File: src/rtl/pwm_pkg.sv
// pwm_pkg: shared widths, FSM states and sample field ordering for the PWM decode path
package pwm_pkg;
  localparam int CNT_W_DEF = 8;
  typedef enum logic {ST_IDLE = 1'b0, ST_MEAS = 1'b1} state_t;
  typedef struct packed {
    logic                 stuck;
    logic [CNT_W_DEF-1:0] high;
    logic [CNT_W_DEF-1:0] period;
  } sample_t;
endpackage

File: src/rtl/sync_edge.sv
// sync_edge: N-stage synchroniser with registered rising-edge detect
module sync_edge #(
  parameter int STAGES = 2
) (
  input  logic clk,
  input  logic rst_n,
  input  logic pin,
  output logic level,
  output logic rise
);
  logic [STAGES-1:0] sync;
  logic              level_d;
  always_ff @(posedge clk or negedge rst_n)
    if (!rst_n) begin
      sync    <= '0;
      level_d <= 1'b0;
    end else begin
      sync    <= {sync[STAGES-2:0], pin};
      level_d <= sync[STAGES-1];
    end
  assign level = sync[STAGES-1];
  assign rise  = level & ~level_d;
endmodule

File: src/rtl/pwm_duty_decoder.sv
// pwm_duty_decoder: measures PWM high time and period between rises, reports stuck pins
module pwm_duty_decoder
  import pwm_pkg::*;
#(
  parameter int CNT_W       = CNT_W_DEF,
  parameter int SYNC_STAGES = 2
) (
  input  logic             clk,
  input  logic             rst_n,
  input  logic             en,
  input  logic             pwm_in,
  input  logic             s_ready,
  input  logic             clr_ovr,
  output logic             s_valid,
  output logic [CNT_W-1:0] s_high,
  output logic [CNT_W-1:0] s_period,
  output logic             s_stuck,
  output logic             overrun
);
  localparam logic [CNT_W-1:0] MAX = '1;
  logic             pwm_s, rise, emit, stuck, emit_q, stuck_q, load, drop;
  logic [CNT_W-1:0] per_cnt, hi_cnt, per_nx, hi_nx, hi_q, per_q;
  state_t           state, state_nx;

  sync_edge #(.STAGES(SYNC_STAGES)) u_sync (
    .clk  (clk),
    .rst_n(rst_n),
    .pin  (pwm_in),
    .level(pwm_s),
    .rise (rise)
  );

  // timeout is checked before rise in MEAS so a period of MAX or more is always stuck
  always_comb begin
    state_nx = state;
    per_nx   = per_cnt + CNT_W'(1);
    hi_nx    = '0;
    emit     = 1'b0;
    stuck    = 1'b0;
    if (!en) begin
      state_nx = ST_IDLE;
      per_nx   = '0;
    end else if (state == ST_IDLE) begin
      if (rise) begin
        state_nx = ST_MEAS;
        per_nx   = CNT_W'(1);
        hi_nx    = CNT_W'(1);
      end else if (per_cnt == MAX) begin
        emit   = 1'b1;
        stuck  = 1'b1;
        per_nx = '0;
      end
    end else if (per_cnt == MAX) begin
      emit     = 1'b1;
      stuck    = 1'b1;
      state_nx = ST_IDLE;
      per_nx   = '0;
    end else if (rise) begin
      emit   = 1'b1;
      per_nx = CNT_W'(1);
      hi_nx  = CNT_W'(1);
    end else begin
      hi_nx = hi_cnt + CNT_W'(pwm_s);
    end
  end

  always_ff @(posedge clk or negedge rst_n)
    if (!rst_n) begin
      state   <= ST_IDLE;
      per_cnt <= '0;
      hi_cnt  <= '0;
      emit_q  <= 1'b0;
      stuck_q <= 1'b0;
      hi_q    <= '0;
      per_q   <= '0;
    end else begin
      state   <= state_nx;
      per_cnt <= per_nx;
      hi_cnt  <= hi_nx;
      emit_q  <= emit;
      stuck_q <= stuck;
      hi_q    <= stuck ? (pwm_s ? MAX : '0) : hi_cnt;
      per_q   <= stuck ? MAX : per_cnt;
    end

  assign load = emit_q & (~s_valid | s_ready);
  assign drop = emit_q & s_valid & ~s_ready;

  always_ff @(posedge clk or negedge rst_n)
    if (!rst_n) begin
      s_valid  <= 1'b0;
      s_high   <= '0;
      s_period <= '0;
      s_stuck  <= 1'b0;
      overrun  <= 1'b0;
    end else begin
      if (load) begin
        s_valid  <= 1'b1;
        s_high   <= hi_q;
        s_period <= per_q;
        s_stuck  <= stuck_q;
      end else if (s_ready) begin
        s_valid <= 1'b0;
      end
      overrun <= drop | (overrun & ~clr_ovr);
    end
endmodule

File: config.mk
export PLATFORM = sky130hd
export DESIGN_NAME = pwm_duty_decoder
export DESIGN_NICKNAME = d
export VERILOG_FILES = /design/src/rtl/pwm_pkg.sv /design/src/rtl/sync_edge.sv /design/src/rtl/pwm_duty_decoder.sv
export SDC_FILE = /design/constraint.sdc
export NUM_CORES = 1
export LEC_CHECK = 0
export ABC_AREA = 1
export CORE_AREA = 10 10 86 88
export DETAILED_ROUTE_END_ITERATION = 8
export DIE_AREA = 0 0 96 98
export PLACE_DENSITY = 0.63
export SYNTH_ARGS = -nofsm -noshare
export SYNTH_HDL_FRONTEND = slang
export SYNTH_SLANG_ARGS = --single-unit
File: constraint.sdc
create_clock -name clk -period 1.8 [get_ports clk]
set_input_delay 0.18 -clock clk [delete_from_list [all_inputs] [get_ports clk]]
set_output_delay 0.18 -clock clk [all_outputs]
set_load 0.005 [all_outputs]
Word-level counts from Yosys, hierarchy flattened
Cells that the tools add are included.
{ "word_totals": {"out_inout_bits": 19, "elab_cells": 56, "regBits": 57, "in_bits": 6} }
{ "op_classes": {"bitwise": 11, "muxes": 27, "n_eq_ne": 1, "add_sub_neg": 2, "reduce_logical": 1} }
{ "ops": {"columns": ["operator", "count"], "rows": [
  ["$mux 8", 13],
  ["$mux 1", 14],
  ["$add 8x1->8", 1],
  ["$add 8x1->8 const B", 1],
  ["$eq 8x8->1 const B", 1],
  ["$and 1x1->1", 5],
  ["$not 1->1", 4],
  ["$or 1x1->1", 2],
  ["$reduce_bool 2->1", 1]
]} }

Logic depth before layout (Yosys ltp)
{ "depth": {"depth_word": 6, "mapped_depth": 9} }

Modules after synthesis
Synthesis repeated with hierarchy kept, for this count alone.
{ "hier_totals": {"hier_cells": 193, "hier_area_um2": 2272.2} }
{ "by_module_without_submodules": {"columns": ["module", "cells_per_inst", "area_per_inst_um2", "seq_area_each_um2", "instances"], "rows": [
  ["pwm_duty_decoder", 188, 2187.1, 1351.3, 1],
  ["sync_edge", 5, 85.1, 75.1, 1]
]} }

Worst setup path before layout
OpenSTA, ideal clock, no wires.
{ "synth_path": {"kind": "reg-to-reg", "from": "register u_sync.sync[1]", "to": "register hi_cnt[6]", "arrival_time_ps": 1179, "setup_slack_ps": 501, "setup_ps": 120, "path_stages_with_launch": 8, "path_cell_list": "dfrtp_1 > ha_1 > ha_1 > nand2_1 > nor2_1 > nand3_1 > xor2_1 > nor2_1"} }
{ "synth_between": {"elab_chain_len": 5, "elab_cells_between_ends": 6} }
{ "synth_rtl": {"columns": ["item", "line", "text"], "rows": [
  ["from (decl)", "sync_edge.sv:11", "logic [STAGES-1:0] sync;"],
  ["from (signal assigned)", "sync_edge.sv:18", "sync <= {sync[STAGES-2:0], pin};"],
  ["$add 8x1->8 / $and 1x1->1 (equally long branches)", "pwm_duty_decoder.sv:63, sync_edge.sv:22", null],
  ["$mux 8 (*)", "pwm_duty_decoder.sv:58", "end else if (rise) begin"],
  ["$mux 8 (*)", "pwm_duty_decoder.sv:53", "end else if (per_cnt == MAX) begin"],
  ["$mux 8 (*)", "pwm_duty_decoder.sv:43", "end else if (state == ST_IDLE) begin"],
  ["$mux 8 (*)", "pwm_duty_decoder.sv:40", "if (!en) begin"],
  ["via hi_nx[6]", "pwm_duty_decoder.sv:22", "logic [CNT_W-1:0] per_cnt, hi_cnt, per_nx, hi_nx, hi_q, per_q;"],
  ["to (signal assigned)", "pwm_duty_decoder.sv:79", "hi_cnt <= hi_nx;"],
  ["to (decl)", "pwm_duty_decoder.sv:22", null]
]} }
The timed path passes the listed nets; every way through them passes the cells marked *.
A chain may end at the register's enable or synchronous reset.

Worst setup path in the final report
Ends and elaborated chain as after synthesis.

==> reports/metrics.csv <==
metric,value,unit
outcome,"complete, no violations",
internal_power,0.001982,W
grt_util_all_layers,8.661,%
comb_power_share,4.9,%
critical_path_class,reg -> reg,
htreeDepth,3,
cts_tree,done,
route.detailed.drc,0,
pwr-share-seq,52.1,%
tns,0,ns
num-fill-cells,536,
synthMuxAreaShare,8.528,%
yosysUniqueCellTypes,26,
avgViaCountPerCell,4.435,
hold_class,in -> reg,
drive_gt1_share,21.65,%
place_congestion,0.7639,
dp.cells,289,
synth-simple-area-share,17.84,%
io_pins,25,
synth_top_family_by_area,simple AND/OR/NAND/NOR gates,
clk_path_buf_depth,2,
switching_power,0.0005693,W
portBuffers,24,
core,5746,um^2
required,2.01,ns
slew_violations,0,
synth.most_common_cell,dfrtp_1,
cellLeakagePower,1.370,nW
grt_pass1_vias,1397,
syn_nets,205,
utilization,47.76,%
ys_top_cells_by_count,"dfrtp_1, nand2_1, nor2_1",
totalWireLength,3684,um
synth-edff-count,0,
first_pass_iters,4,
rsz0062_at_grt,false,
post-route-period-util,79.63,%
cts.sinks,57,
tightest_slew,0.3964,ns
path_clk_slew,0.06,ns
die_area,9408,um^2
clock.fmax,697.7,MHz
powerDensity,930.0,nW/um^2
std_cell_rows,28,
slew_headroom,73.48,%
synth_cells,196,
synth_compound_gate_area_share,1.171,%
drtAntennaViolNets,0,
finalNonFillerCells,306,
crit_family,flip-flops,
ir_drop,0.3410,mV
yosys.area_share.adder,1.672,%
end_kind,register,
worstPathCellList,"ha_1, ha_1, nand2_1, nor2_1, nand3_1, xor2_1, nor2_1",
maxCapViolCount,0,
cts-root-buf,clkbuf_8,
numCtsBuffers,9,
finClkSkew,0.007081,ns
synth-async-reset-ratio,100.0,%
dp_hpwl,2638,um
cpPeakStageDelay,0.42,ns
ys_warn_count,0,
ys_ff_latch,57,
grt_pass1_wl,6348,um
synth_area,2245,um^2
clk-insertion-delay-late,0.33,ns
num_vias,1357,
period_needed,1.433,ns
worstPathArrival,1.65,ns
setup_viol,0,
grt_max_degree,32,
synth_top_area_share,63.55,%
finalHoldViolations,0,
crit_buf_inv,0,
crit_path_start_kind,register,
syn_to_final_growth,22.24,%
grt_antenna_before_repair,0,
antenna_cells,0,
seq_area_frac_synth,63.55,%
cp_max_fo,5,
die_y,98,um
die_w,96,um
synth_top_area_cell,dfrtp_1,
synth_xor_area_share,2.341,%
netlist_top_cells_area,"dfrtp_1, mux2_2, nand2_1, nor2_1, inv_1",
slowest_stage,dfrtp_1,
switching_share,22.31,%
layout.nets,235,
start_util,39.07,%
initialDrtViolationCount,77,
overflow,0,
power_frac_clock,43.1,%
routedWlPerCell,12.04,um
synth-main-ff-cell,dfrtp_1,
avgSynthCellArea,11.45,um^2
## area by class of cell
class | instances | area [um^2] | area share (%)
flip-flops and latches | 57 | 1426 | 51.98
repair buffers | 27 | 260.3 | 9.485
clock buffers | 12 | 165.2 | 6.019
well taps | 75 | 93.84 | 3.420
multi-input cells | 114 | 708.2 | 25.81
clock inverters | 4 | 26.28 | 0.9576
inverters | 17 | 63.81 | 2.326
## cells by family after synthesis
| family | after synthesis |
|---|---|
| AOI/OAI and AO/OA | 5 |
| xor gates and xnor gates | 6 |
| adders and majority gates | 3 |
| buffers and inverters | 25 |
| DFF | 57 |
| muxes | 17 |
| and+or+nand+nor | 83 |
## per-layer routing
metal / routed length [um] / global-route usage, %
met1: 1634 / 9.972
met2: 1708 / 12.79
met3: 236 / 3.292
met4: 104 / 6.129
met5: 0 / 0
## sequential cells by signal, indices dropped and copies added, names as in the netlist, 2 cells and up
| signal | flops |
|---|---|
| u_sync.sync | 2 |
| per_q | 8 |
| s_period | 8 |
| per_cnt | 8 |
| hi_cnt | 8 |
| s_high | 8 |
| hi_q | 8 |
## cell usage in the layout (no fill, tap or decap)
master / instances
clkinvlp_4: 1
buf_2: 1
xnor2_1: 2
or2_2: 1
nand3_2: 4
nor3b_1: 3
clkinv_4: 1
dfrtp_1: 57
a21oi_1: 3
nand3b_1: 1
clkbuf_8: 12
mux2_2: 17
o21ai_0: 1
ha_1: 3
clkdlybuf4s50_1: 23
and3_1: 1
nand2_1: 37
nand3_1: 5
xor2_1: 4
clkinv_2: 2
o22ai_1: 1
inv_2: 1
nand2_4: 1
buf_4: 2
nor2_4: 2
nor2_1: 21
dlygate4sd3_1: 1
nand2_2: 5
inv_1: 16
nor3_1: 2
## power groups by stage
stage	combinational (W)	clock, W	sequential (W)
floorplan	0.0000460	0	0.00135
global placement	0.000125	0	0.00135
detailed placement	0.000127	0	0.00135
CTS	0.000129	0.00114	0.00133
global route	0.000144	0.00119	0.00133
finish	0.000124	0.00110	0.00133
## metrics by stage
stage / setup WS (ns) / hold WS [ns] / total power (W) / cell area (um^2)
final: 0.3667 / 0.2856 / 0.002552 / 2744
after global routing: 0.1866 / 0.3016 / 0.002663 / 2744
after CTS: 0.3415 / 0.2679 / 0.002595 / 2744
after detailed placement: 0.2187 / 0.2250 / 0.001481 / 2542
after global placement: 0.2358 / 0.2175 / 0.001478 / 2542
after floorplan: 0.5009 / -0.1156 / 0.001399 / 2245
## what timing repair did
item | 4_1_cts | 5_1_grt
endpoints found under the setup margin | 0 | 0
hold buffers | 1 | 0
buffers inserted | 0 | 0
gates resized for setup | 0 | 0
hold endpoints to repair | 57 | 0
## worst paths after layout
path                                start        endpoint  cells past startpoint  slack (ns)
hold / removal                     pwm_in  u_sync.sync[0]                      1        0.29
setup reg to reg           u_sync.sync[1]       hi_cnt[6]                      7        0.37
setup / recovery           u_sync.sync[1]       hi_cnt[6]                      7        0.37
min in group asynchronous           rst_n  u_sync.sync[1]                      3        0.39
hold reg to reg            u_sync.sync[0]  u_sync.sync[1]                      0        0.35
max in group asynchronous           rst_n      per_cnt[2]                      3        1.12
No activity file was read; power rests on OpenSTA's default activity.
